<file path="config.mk">
export PLATFORM = sky130hd
export DESIGN_NAME = alu_muldiv_seq
export DESIGN_NICKNAME = d
export VERILOG_FILES = /design/src/rtl/alu_muldiv_seq.sv
export SDC_FILE = /design/constraint.sdc
export NUM_CORES = 1
export LEC_CHECK = 0
export BUFFER_PORTS_ARGS = -buffer_cell sky130_fd_sc_hd__clkbuf_2
export CAP_MARGIN = 20
export CORE_MARGIN = 8
export CORE_UTILIZATION = 62
export CTS_CLUSTER_DIAMETER = 80
export DETAILED_ROUTE_END_ITERATION = 12
export GPL_TIMING_DRIVEN = 0
export PLACE_DENSITY = 0.86
export SETUP_SLACK_MARGIN = 0.15
export SLEW_MARGIN = 20
export SYNTH_ARGS = -nofsm -noshare
export SYNTH_HDL_FRONTEND = slang
export SYNTH_SLANG_ARGS = --single-unit
export TNS_END_PERCENT = 50
</file>
<file path="constraint.sdc">
create_clock -name clk -period 6.4 [get_ports clk]
set_clock_uncertainty 0.05 [all_clocks]
set_input_delay 0.96 -clock clk [delete_from_list [all_inputs] [get_ports clk]]
set_output_delay 0.96 -clock clk [all_outputs]
set_load 0.03 [all_outputs]
</file>
<file path="src/rtl/alu_muldiv_seq.sv">
// Multi-cycle unsigned MUL / UDIV / UREM sequencer that borrows the shared integer ALU
// through a req/gnt port: shift-and-add multiply, restoring divide.
module alu_muldiv_seq #(
    parameter int unsigned WIDTH = 64,
    parameter int unsigned F_SZ  = 4
) (
    input  logic             clk,
    input  logic             reset,
    input  logic             start,
    input  logic [1:0]       op,
    input  logic [WIDTH-1:0] a,
    input  logic [WIDTH-1:0] b,
    output logic             busy,
    output logic             done,
    output logic [WIDTH-1:0] result,
    output logic             div_by_zero,
    output logic             illegal_op,
    output logic             alu_req,
    input  logic             alu_gnt,
    output logic [WIDTH-1:0] alu_opA,
    output logic [WIDTH-1:0] alu_opB,
    output logic [F_SZ-1:0]  alu_f,
    input  logic [WIDTH-1:0] alu_y
);

    localparam int unsigned CNT_W = $clog2(WIDTH + 1);

    localparam logic [F_SZ-1:0] F_ADD = F_SZ'(2);
    localparam logic [F_SZ-1:0] F_SUB = F_SZ'(6);
    localparam logic [F_SZ-1:0] F_SLT = F_SZ'(7);

    localparam logic [1:0] OP_MUL  = 2'b00;
    localparam logic [1:0] OP_UDIV = 2'b01;
    localparam logic [1:0] OP_ILL  = 2'b11;

    typedef enum logic [2:0] {
        S_IDLE,
        S_MUL,
        S_DIV_CMP,
        S_DIV_SUB,
        S_FIN
    } state_t;

    state_t           state;
    logic [1:0]       op_q;
    logic [WIDTH-1:0] b_q;
    logic [WIDTH-1:0] acc;
    logic [WIDTH-1:0] mc;
    logic [WIDTH-1:0] mp;
    logic [WIDTH-1:0] rem;
    logic [WIDTH-1:0] quo;
    logic [WIDTH-1:0] p_q;
    logic             lt_q;
    logic [CNT_W-1:0] cnt;

    logic [WIDTH-1:0] p_cur;
    logic [WIDTH-1:0] rem_next;
    logic [WIDTH-1:0] quo_next;
    logic             last_step;

    // Partial remainder shifted left by one with the next dividend bit; its lost
    // top bit (rem msb) means p already exceeds any WIDTH-bit divisor.
    assign p_cur     = {rem[WIDTH-2:0], quo[WIDTH-1]};
    assign rem_next  = lt_q ? p_q : alu_y;
    assign quo_next  = {quo[WIDTH-2:0], ~lt_q};
    assign last_step = (cnt == CNT_W'(1));

    always_comb begin
        alu_req = 1'b0;
        alu_opA = '0;
        alu_opB = '0;
        alu_f   = F_ADD;
        case (state)
            S_MUL: begin
                alu_req = 1'b1;
                alu_f   = F_ADD;
                alu_opA = acc;
                alu_opB = mp[0] ? mc : '0;
            end
            S_DIV_CMP: begin
                alu_req = 1'b1;
                alu_f   = F_SLT;
                alu_opA = p_cur;
                alu_opB = b_q;
            end
            S_DIV_SUB: begin
                if (!lt_q) begin
                    alu_req = 1'b1;
                    alu_f   = F_SUB;
                    alu_opA = p_q;
                    alu_opB = b_q;
                end
            end
            default: ;
        endcase
    end

    always_ff @(posedge clk) begin
        if (reset) begin
            state       <= S_IDLE;
            busy        <= 1'b0;
            done        <= 1'b0;
            result      <= '0;
            div_by_zero <= 1'b0;
            illegal_op  <= 1'b0;
            op_q        <= '0;
            b_q         <= '0;
            acc         <= '0;
            mc          <= '0;
            mp          <= '0;
            rem         <= '0;
            quo         <= '0;
            p_q         <= '0;
            lt_q        <= 1'b0;
            cnt         <= '0;
        end else begin
            done <= 1'b0;
            case (state)
                S_IDLE: begin
                    if (start) begin
                        op_q        <= op;
                        b_q         <= b;
                        cnt         <= CNT_W'(WIDTH);
                        div_by_zero <= 1'b0;
                        illegal_op  <= 1'b0;
                        if (op == OP_MUL) begin
                            acc   <= '0;
                            mc    <= a;
                            mp    <= b;
                            busy  <= 1'b1;
                            state <= S_MUL;
                        end else if (op == OP_ILL) begin
                            result     <= '0;
                            illegal_op <= 1'b1;
                            done       <= 1'b1;
                            state      <= S_FIN;
                        end else if (b == '0) begin
                            result      <= (op == OP_UDIV) ? '1 : a;
                            div_by_zero <= 1'b1;
                            done        <= 1'b1;
                            state       <= S_FIN;
                        end else begin
                            rem   <= '0;
                            quo   <= a;
                            busy  <= 1'b1;
                            state <= S_DIV_CMP;
                        end
                    end
                end

                S_MUL: begin
                    if (alu_gnt) begin
                        acc <= alu_y;
                        mc  <= mc << 1;
                        mp  <= mp >> 1;
                        cnt <= cnt - CNT_W'(1);
                        if (last_step) begin
                            result <= alu_y;
                            busy   <= 1'b0;
                            done   <= 1'b1;
                            state  <= S_FIN;
                        end
                    end
                end

                S_DIV_CMP: begin
                    if (alu_gnt) begin
                        lt_q  <= alu_y[0] & ~rem[WIDTH-1];
                        p_q   <= p_cur;
                        state <= S_DIV_SUB;
                    end
                end

                S_DIV_SUB: begin
                    // The no-subtract case needs no ALU, so it retires without a grant.
                    if (lt_q || alu_gnt) begin
                        rem <= rem_next;
                        quo <= quo_next;
                        cnt <= cnt - CNT_W'(1);
                        if (last_step) begin
                            result <= (op_q == OP_UDIV) ? quo_next : rem_next;
                            busy   <= 1'b0;
                            done   <= 1'b1;
                            state  <= S_FIN;
                        end else begin
                            state <= S_DIV_CMP;
                        end
                    end
                end

                S_FIN: begin
                    state <= S_IDLE;
                end

                default: begin
                    state <= S_IDLE;
                end
            endcase
        end
    end

endmodule

</file>
-- After elaboration in Yosys (flattened, before gate mapping)
Cells that the tools add are included.
- input port bits: 198
- bits in latches: 0
- bits in read-only memories: 0
- flip-flop bits (word level): 529
- bits in writable memories: 0
- memories: 0
- add/sub/neg operators: 1
- eq/ne operators: 20
- multiplexer cells: 79
- multiply operators: 0
- bitwise gates (word level): 3
- divide/modulo/power cells: 0
- shift-type cells: 0
- reductions and logical operators: 16
- order comparisons: 0
- operators by type and width (cell ; count):
    $mux W64 ; 33
    $pmux W64 S2 ; 5
    $pmux W64 S3 ; 3
    $logic_not A64 Y1 ; 1
    $mux W3 ; 10
    $mux W7 ; 3
    $pmux W7 S3 ; 1
    $ne A2 B2 Y1 const B ; 10
    $mux W1 ; 19
    $pmux W3 S4 ; 1
    $reduce_and A6 Y1 ; 2
    $ne A3 B3 Y1 const B ; 3
    $reduce_and A4 Y1 ; 2
    $reduce_and A8 Y1 ; 1
    $eq A7 B1 Y1 const B ; 1
    $sub A7 B1 Y7 const B ; 1
    $eq A3 B2 Y1 const B ; 2
    $pmux W1 S3 ; 2
    $pmux W3 S2 ; 1
    $reduce_and A5 Y1 ; 1
    $eq A2 B1 Y1 const B ; 2
    $reduce_and A2 Y1 ; 2
    $reduce_bool A2 Y1 ; 2
    $eq A3 B1 Y1 const B ; 1
    9 further kinds ; 10

-- Depth between registers and ports, before layout
Gate-level depths: netlist (run 1).
- depth after elaboration: 7
- gate-level depth with buffers: 9
- depth with buffers taken out: 7

-- Worst setup path before layout (run 1)
Ideal clock, no wire load.
- path type: reg2out
- start point: reg state[0]
- end point: out alu_opB[54]
- arrival time: 2.094 ns
- setup slack: 3.296 ns
- buffers on the path: 2
- stages on the path, launching flop included: 8
- cells stage by stage: dfxtp_1 -> buf_2 -> nor2b_1 -> nand2_1 -> nor2_1 -> or2_2 -> clkbuf_1 -> a22o_1
- word-level cells in the longest chain between the ends: 2
- elaborated cells between the ends (all ways): 4
- classes of those cells: 3 x eq/ne; 1 x mux
- RTL lines (what ; line ; source):
    from (decl) ; 44 ; state_t state;
    from (signal assigned) ; 100 ; state <= S_IDLE;
    from (signal assigned) ; 131 ; state <= S_MUL;
    from (signal assigned) ; 136 ; state <= S_FIN;
    $eq A3 B2 Y1 or $eq A3 B1 Y1 (tied branches) ; 73 ; case (state)
    $pmux W64 S3 * ; 73 ;
    to (decl) ; 21 ; output logic [WIDTH-1:0] alu_opB,
Every way passes the cells marked *; elsewhere a longest branch is shown, timed or not.

-- Final worst setup path (run 1)
- start point: reg lt_q
- end point: out alu_opA[61]
- word-level cells in the longest chain between the ends: 2
- RTL lines (what ; line ; source):
    from (decl) ; 53 ; logic lt_q;
    from (signal assigned) ; 168 ; lt_q <= alu_y[0] & ~rem[WIDTH-1];
    $mux W64 ; 87 ; if (!lt_q) begin
    $pmux W64 S3 ; 73 ;
    to (decl) ; 20 ; output logic [WIDTH-1:0] alu_opA,
No other way between the ends.

==> results.yml, run 1 <==
status:
  outcome: "completed"
floorplan:
  dieWidth_um: 219
  io_pins: 399
  rows: 74
  floorplan.initialDensity_pct: 62.6
  core_area_sq_um: 40700
  die-area_sq_um: 47900
  die_y_um: 219
clocking:
  cts_max_level: 2
  cts.clk_slew.worst_paths_ns: 0.06
  cts_hold_buffers: 0
  cts_tree: "built"
  cts_resized: 0
  clk_path_buf_depth: 3
  cts_root_buf: "clkbuf_16"
  postCtsSetupBuffers: 0
  cts_made_buffers: 54
  cts_sinks: 529
  insertion_delay_ns: 0.62
yosys:
  ys_warn_count: 0
  async_reset_ff_share_pct: 0
  ys_seq_elements: 529
  mappedNetlistArea_sq_um: 25500
  synth_seq_area_share_pct: 41.5
  synth_cell_types: 56
  ys.flop_type: "dfxtp_1"
  synthTopCellsByCount: "778 x nand2_1, 529 x dfxtp_1, 260 x clkbuf_1, 211 x nor2_1, 208 x a21oi_1"
  synth_top_area_cell: "dfxtp_1"
  synth.area.top_cells: "dfxtp_1 42%, nand2_1 11%, a311oi_1 6.5%"
  postSynthAreaPerCell_sq_um: 8.04
  synthCells: 3173
  synth_most_common_cell: "nand2_1"
  synth_nets: 3373
  synth_top_area_share_pct: 41.5
  synth_edf_count: 0
layout:
  synthToLayoutAreaGrowth_pct: 17.3
  layout.cells.non_filler: 4199
  nets: 3821
  fillers: 3213
  drive_above_1_share_pct: 17.6
placed_design:
  gp_congestion: 1.00
  port_buffers: 392
  dp.cells: 4097
  dp_hpwl_mm: 78.4
sta:
  setup_tns_ns: 0
  setup_violations: 0
  period_needed_ns: 5.31
  finalCritPeriodShare_pct: 83.0
  report.final.slew_viol_count: 0
  fmax_mhz: 188
  tightest_slew_ns: 1.24
  rsz0062_at_grt: "no"
  relSlewSlack_pct: 17.0
  hold_viol_final: 0
power_and_ir_drop:
  power_mw: 10.9
  clockPowerShare_pct: 29.7
  intPower_mw: 6.78
  total_leakage_power_nw: 11.8
  ir_worst_vdd_uv: 258
  power_density_nw_per_um2: 365
  switching_share_pct: 38.0
  switching_power_mw: 4.16
  p_seq_share_pct: 37.9
  pwr-share-comb_pct: 32.5
global_routing:
  grt_max_degree: 14
  antenna_found_initial: 12
  grt_overflow_total: 0
  track_usage_pct: 41.3
  grt_pass1_vias: 27300
  grt_first_pass_wirelength_mm: 156
routing:
  drt-total-wl_mm: 104
  wl_per_cell_um: 24.7
  ant_nets: 0
  drtIter0Drc: 4138
  post-route-drc-count: 0
  drt-pass1-iter-count: 7
  via_per_inst: 6.64
  vias: 27900
worst_setup_path:
  end_kind: "primary output"
  cp_max_fo: 10
  path_class: "reg2out"
  cp-start-kind: "flop"
  crit_arrival_ns: 4.30
  cp.required_ns: 5.39
min_path:
  hold_class: "reg2reg"
flow_run:
  maxCapViolCount: 0
## layout make-up
type                       count  area, sq um  share of cell area (%)
inverter                      69          259                   0.865
tap                          532          666                    2.22
multi-input combinational   2242        13300                    44.5
clock inverter                14          150                   0.502
buffer                       333         1350                    4.51
timing repair buffer         392         1960                    6.55
clock buffer                  81         1630                    5.43
sequential                   529        10600                    35.4
antenna                        7         17.5                  0.0585
## power groups by stage
stage	Combinational [mW]	Sequential, mW	Clock (mW)
floorplan	2.15	4.29	0
global placement	3.33	4.16	0
detailed placement	3.42	4.18	0
CTS	3.44	4.12	3.21
global route	3.75	4.19	3.35
finish	3.55	4.14	3.24
## registers in the layout, indices dropped and copies added, names as in the netlist, 64 cells and up
signal,cells
quo,64
mc,64
p_q,64
result,64
b_q,64
rem,64
mp,64
acc,64
## kinds of logic after synthesis
kind of cell / synth area share, %
and+or+nand+nor: 19.0
AOI/OAI and AO/OA: 26.5
DFF: 41.5
buffers and inverters: 6.31
muxes: 6.47
adders and majority gates: 0.137
other: 0.0294
xor gates and xnor gates: 0.0343
## metal layers
layer  up-vias  wire length, um  track usage [%]
li1      12300                -                -
met4        10             6260             23.3
met5         -               75                0
met3       420            14400             12.6
met1     13100            37300             50.7
met2      2143            45500             64.1
## metrics by stage
step	hold slack, ns	setup WS, ns	util, %	cell area, sq um
floorplan	0.381	3.30	-	25500
global placement	0.391	2.05	69.1	28100
detailed placement	0.397	1.95	69.1	28100
CTS	0.405	1.28	73.4	29900
global route	0.430	1.09	73.5	29900
finish	0.405	1.09	73.5	29900
## critical path, cell delays in order (launching register included)
cell and delay (ns):
dfxtp_1 0.32, clkbuf_1 0.55, clkbuf_1 0.64, nor2_1 0.23, clkbuf_1 0.44, clkbuf_1 0.50, a222oi_1 0.67, inv_1 0.12
clkbuf_2 0.21
## layout by cell type (no fill, tap or decap), drive strengths merged, types with 2 or more instances in the layout
cell and n:
nand2 778, a22oi 66, nor3b 3, conb 2, diode 7, o211ai 128
a21o 2, a22o 64, and2 5, or3 2, a311oi 190, a31oi 63
o21a 4, dfxtp 529, or2 2, clkbuf 733, and3 2, buf 73
a21oi 208, bufinv 3, nand4 5, nor2b 67, o21ai 74, a221oi 2
clkinv 9, a222oi 64, inv 69, mux2 129, nor2 211, nand2b 66
nand3 2, clkinvlp 2, ha 2, nor4 17, a211oi 65, nor3 4
## path summary, 6_finish.rpt
| path | start | end | slack [ns] | cells past startpoint |
|---|---|---|---|---|
| setup / recovery | lt_q$_SDFFE_PP0P_ | alu_opA[61] | 1.09 | 8 |
| hold / removal | b_q[33]$_SDFFE_PP0P_ | b_q[33]$_SDFFE_PP0P_ | 0.41 | 2 |
| setup reg to reg | state[0]$_SDFFE_PP0P_ | quo[51]$_SDFFE_PP0P_ | 2.76 | 6 |
| hold reg to reg | b_q[33]$_SDFFE_PP0P_ | b_q[33]$_SDFFE_PP0P_ | 0.41 | 2 |
No activity file was read; power rests on OpenSTA's default activity.
==> run 2, diff against run 1 <==
Settings changed: CORE_UTILIZATION 62 to 57, PLACE_DENSITY 0.86 to 0.8.
Clock period 6.4 ns to 5.1 ns, I/O delays scaled along.
==> run 2 against run 1 <==
  * Wire length grew 1.5%
  * Clock power grew 34%
  * Count of clock-buffer cells in the layout shrank 2
  * Cell area grew 0.90%
  * Combinational power grew 26%
  * Sequential power grew 26%
  * Hold slack lost 0.061 ns
  * Global-route usage shrank 2.9 points
  * Cell count grew 1.7%
  * Die area grew 8.1%
  * Sequential share of layout area shrank 0.32 points
==> results.yml, run 2 (same netlist as run 1, synthesis figures left out) <==
layout:
  layout_common_cells: "778 x nand2_1, 529 x dfxtp_1, 396 x clkbuf_2, 262 x clkbuf_1, 211 x nor2_1"
  synthToLayoutAreaGrowth_pct: 18.4
  fillers: 3724
  drive_above_1_share_pct: 18.1
  nets: 3823
  layout_commonest_cell: "nand2_1"
global_routing:
  grt_max_degree: 15
  track_usage_pct: 38.4
  grt_overflow_total: 0
  grt_first_pass_wirelength_mm: 154
  antenna_found_initial: 9
  grt_pass1_vias: 26200
clocking:
  insertion_delay_ns: 0.63
  cts_max_level: 2
  cts_tree: "built"
  cts_hold_buffers: 0
  cts_root_buf: "clkbuf_16"
  cts_resized: 1
  cts_made_buffers: 55
  cts.clk_slew.worst_paths_ns: 0.06
  clk_path_buf_depth: 3
  cts_sinks: 529
  postCtsSetupBuffers: 0
floorplan:
  die_y_um: 228
  core_area_sq_um: 44200
  die-area_sq_um: 51800
  floorplan.initialDensity_pct: 57.7
  rows: 77
  dieWidth_um: 228
  io_pins: 399
worst_setup_path:
  timing.rr.end: "quo[10]$_SDFFE_PP0P_"
  reg2reg_setup_slack_ns: 1.69
  path_class: "reg2out"
  cp-endpoint: "alu_opA[59]"
  r2r_cells: 7
  worstReg2RegStart: "state[0]$_SDFFE_PP0P_"
  crit_slowest_cell: "clkbuf_1"
  max_stage_delay_ns: 0.69
  cp_max_fo: 10
  crit_arrival_ns: 4.00
  cp.required_ns: 4.28
  end_kind: "primary output"
  crit_top_cell: "clkbuf_2"
  cp-start-kind: "flop"
  crit_path_start: "lt_q$_SDFFE_PP0P_"
  path_cells: "clkbuf_1 -> clkbuf_2 -> nor2_1 -> clkbuf_2 -> clkbuf_1 -> a222oi_1 -> inv_1 -> clkbuf_2"
status:
  outcome: "completed"
sta:
  hold_viol_final: 0
  relSlewSlack_pct: 24.7
  fmax_mhz: 208
  setup_tns_ns: 0
  rsz0062_at_grt: "no"
  tightest_slew_ns: 1.13
  period_needed_ns: 4.82
  report.final.slew_viol_count: 0
  finalCritPeriodShare_pct: 94.5
  setup_violations: 0
routing:
  post-route-drc-count: 0
  wl_per_cell_um: 24.6
  drtIter0Drc: 4398
  ant_nets: 0
  drt-total-wl_mm: 105
  vias: 27600
  via_per_inst: 6.45
  drt-pass1-iter-count: 10
min_path:
  hold_class: "in2reg"
placed_design:
  gp_congestion: 1.02
  port_buffers: 392
  dp_hpwl_mm: 80.3
flow_run:
  maxCapViolCount: 0
power_and_ir_drop:
  total_leakage_power_nw: 11.9
  ir_worst_vdd_uv: 324
  power_density_nw_per_um2: 464
  power_mw: 14.0
## run 2: changes by cell type in the layout (fill, tap and decap cells not counted), moves of 2 or more
cell / delta
bufinv_16: +3
clkbuf_16: -2
inv_6: +3
diode_2: +2
clkbuf_1: -11
clkbuf_8: +8
clkbuf_2: +4
clkinv_2: +2
## run 2: how the worst min path moves through the flow
stage                          from                    to  slack (ns)  cells past startpoint
2_1_floorplan  op_q[1]$_SDFFE_PP0P_  op_q[1]$_SDFFE_PP0P_        0.38                      2
3_3_place_gp   op_q[1]$_SDFFE_PP0P_  op_q[1]$_SDFFE_PP0P_        0.39                      2
3_5_place_dp   op_q[1]$_SDFFE_PP0P_  op_q[1]$_SDFFE_PP0P_        0.40                      2
4_1_cts                       b[42]  b_q[42]$_SDFFE_PP0P_        0.33                      3
5_1_grt                       b[35]  b_q[35]$_SDFFE_PP0P_        0.35                      3
6_report                      b[42]  b_q[42]$_SDFFE_PP0P_        0.34                      3
## run 2: through the flow
step | cell area (sq um) | worst slack [ns] | cells | utilization (%) | hold slack, ns
2_1_floorplan | 25500 | 2.19 | 3173 | - | 0.381
3_3_place_gp | 28200 | 0.733 | 4157 | 63.8 | 0.390
4_1_cts | 30200 | 0.272 | 4261 | 68.2 | 0.330
5_1_grt | 30200 | 0.267 | 4267 | 68.3 | 0.346
3_5_place_dp | 28200 | 0.764 | 4158 | 63.8 | 0.395
6_report | 30200 | 0.283 | 4270 | 68.3 | 0.344
## run 2: layout make-up
class | instances | area, sq um | share of cell area [%]
tap | 592 | 741 | 2.45
clock buffer | 79 | 1660 | 5.48
multi-input combinational | 2242 | 13300 | 44.1
timing repair buffer | 393 | 1970 | 6.53
clock inverter | 24 | 293 | 0.969
sequential | 529 | 10600 | 35.1
buffer | 333 | 1360 | 4.49
antenna | 9 | 22.5 | 0.0746
inverter | 69 | 259 | 0.857
## run 2: routing by layer
metal  vias up  track usage, %  part of all wire (%)
li1      12300               -                     -
met1     13000            50.4                    39
met2      1897            60.5                    45
met3       307            8.93                    12
met4         2            15.3                   4.2
met5         -               0                 0.014
## run 2: critical path: cells and delay by family (launching register included)
family	cells	cell delay, ns
and+or+nand+nor	1	0.17
DFF	1	0.31
buffers and inverters	6	2.23
AOI/OAI and AO/OA	1	0.66
## run 2: where the power goes
| part | total, mW | internal [mW] | leakage (nW) | switching, mW |
|---|---|---|---|---|
| clock network | 4.35 | 2.56 | 0.966 | 1.79 |
| registers | 5.20 | 4.76 | 4.31 | 0.440 |
| logic | 4.47 | 1.41 | 6.62 | 3.05 |
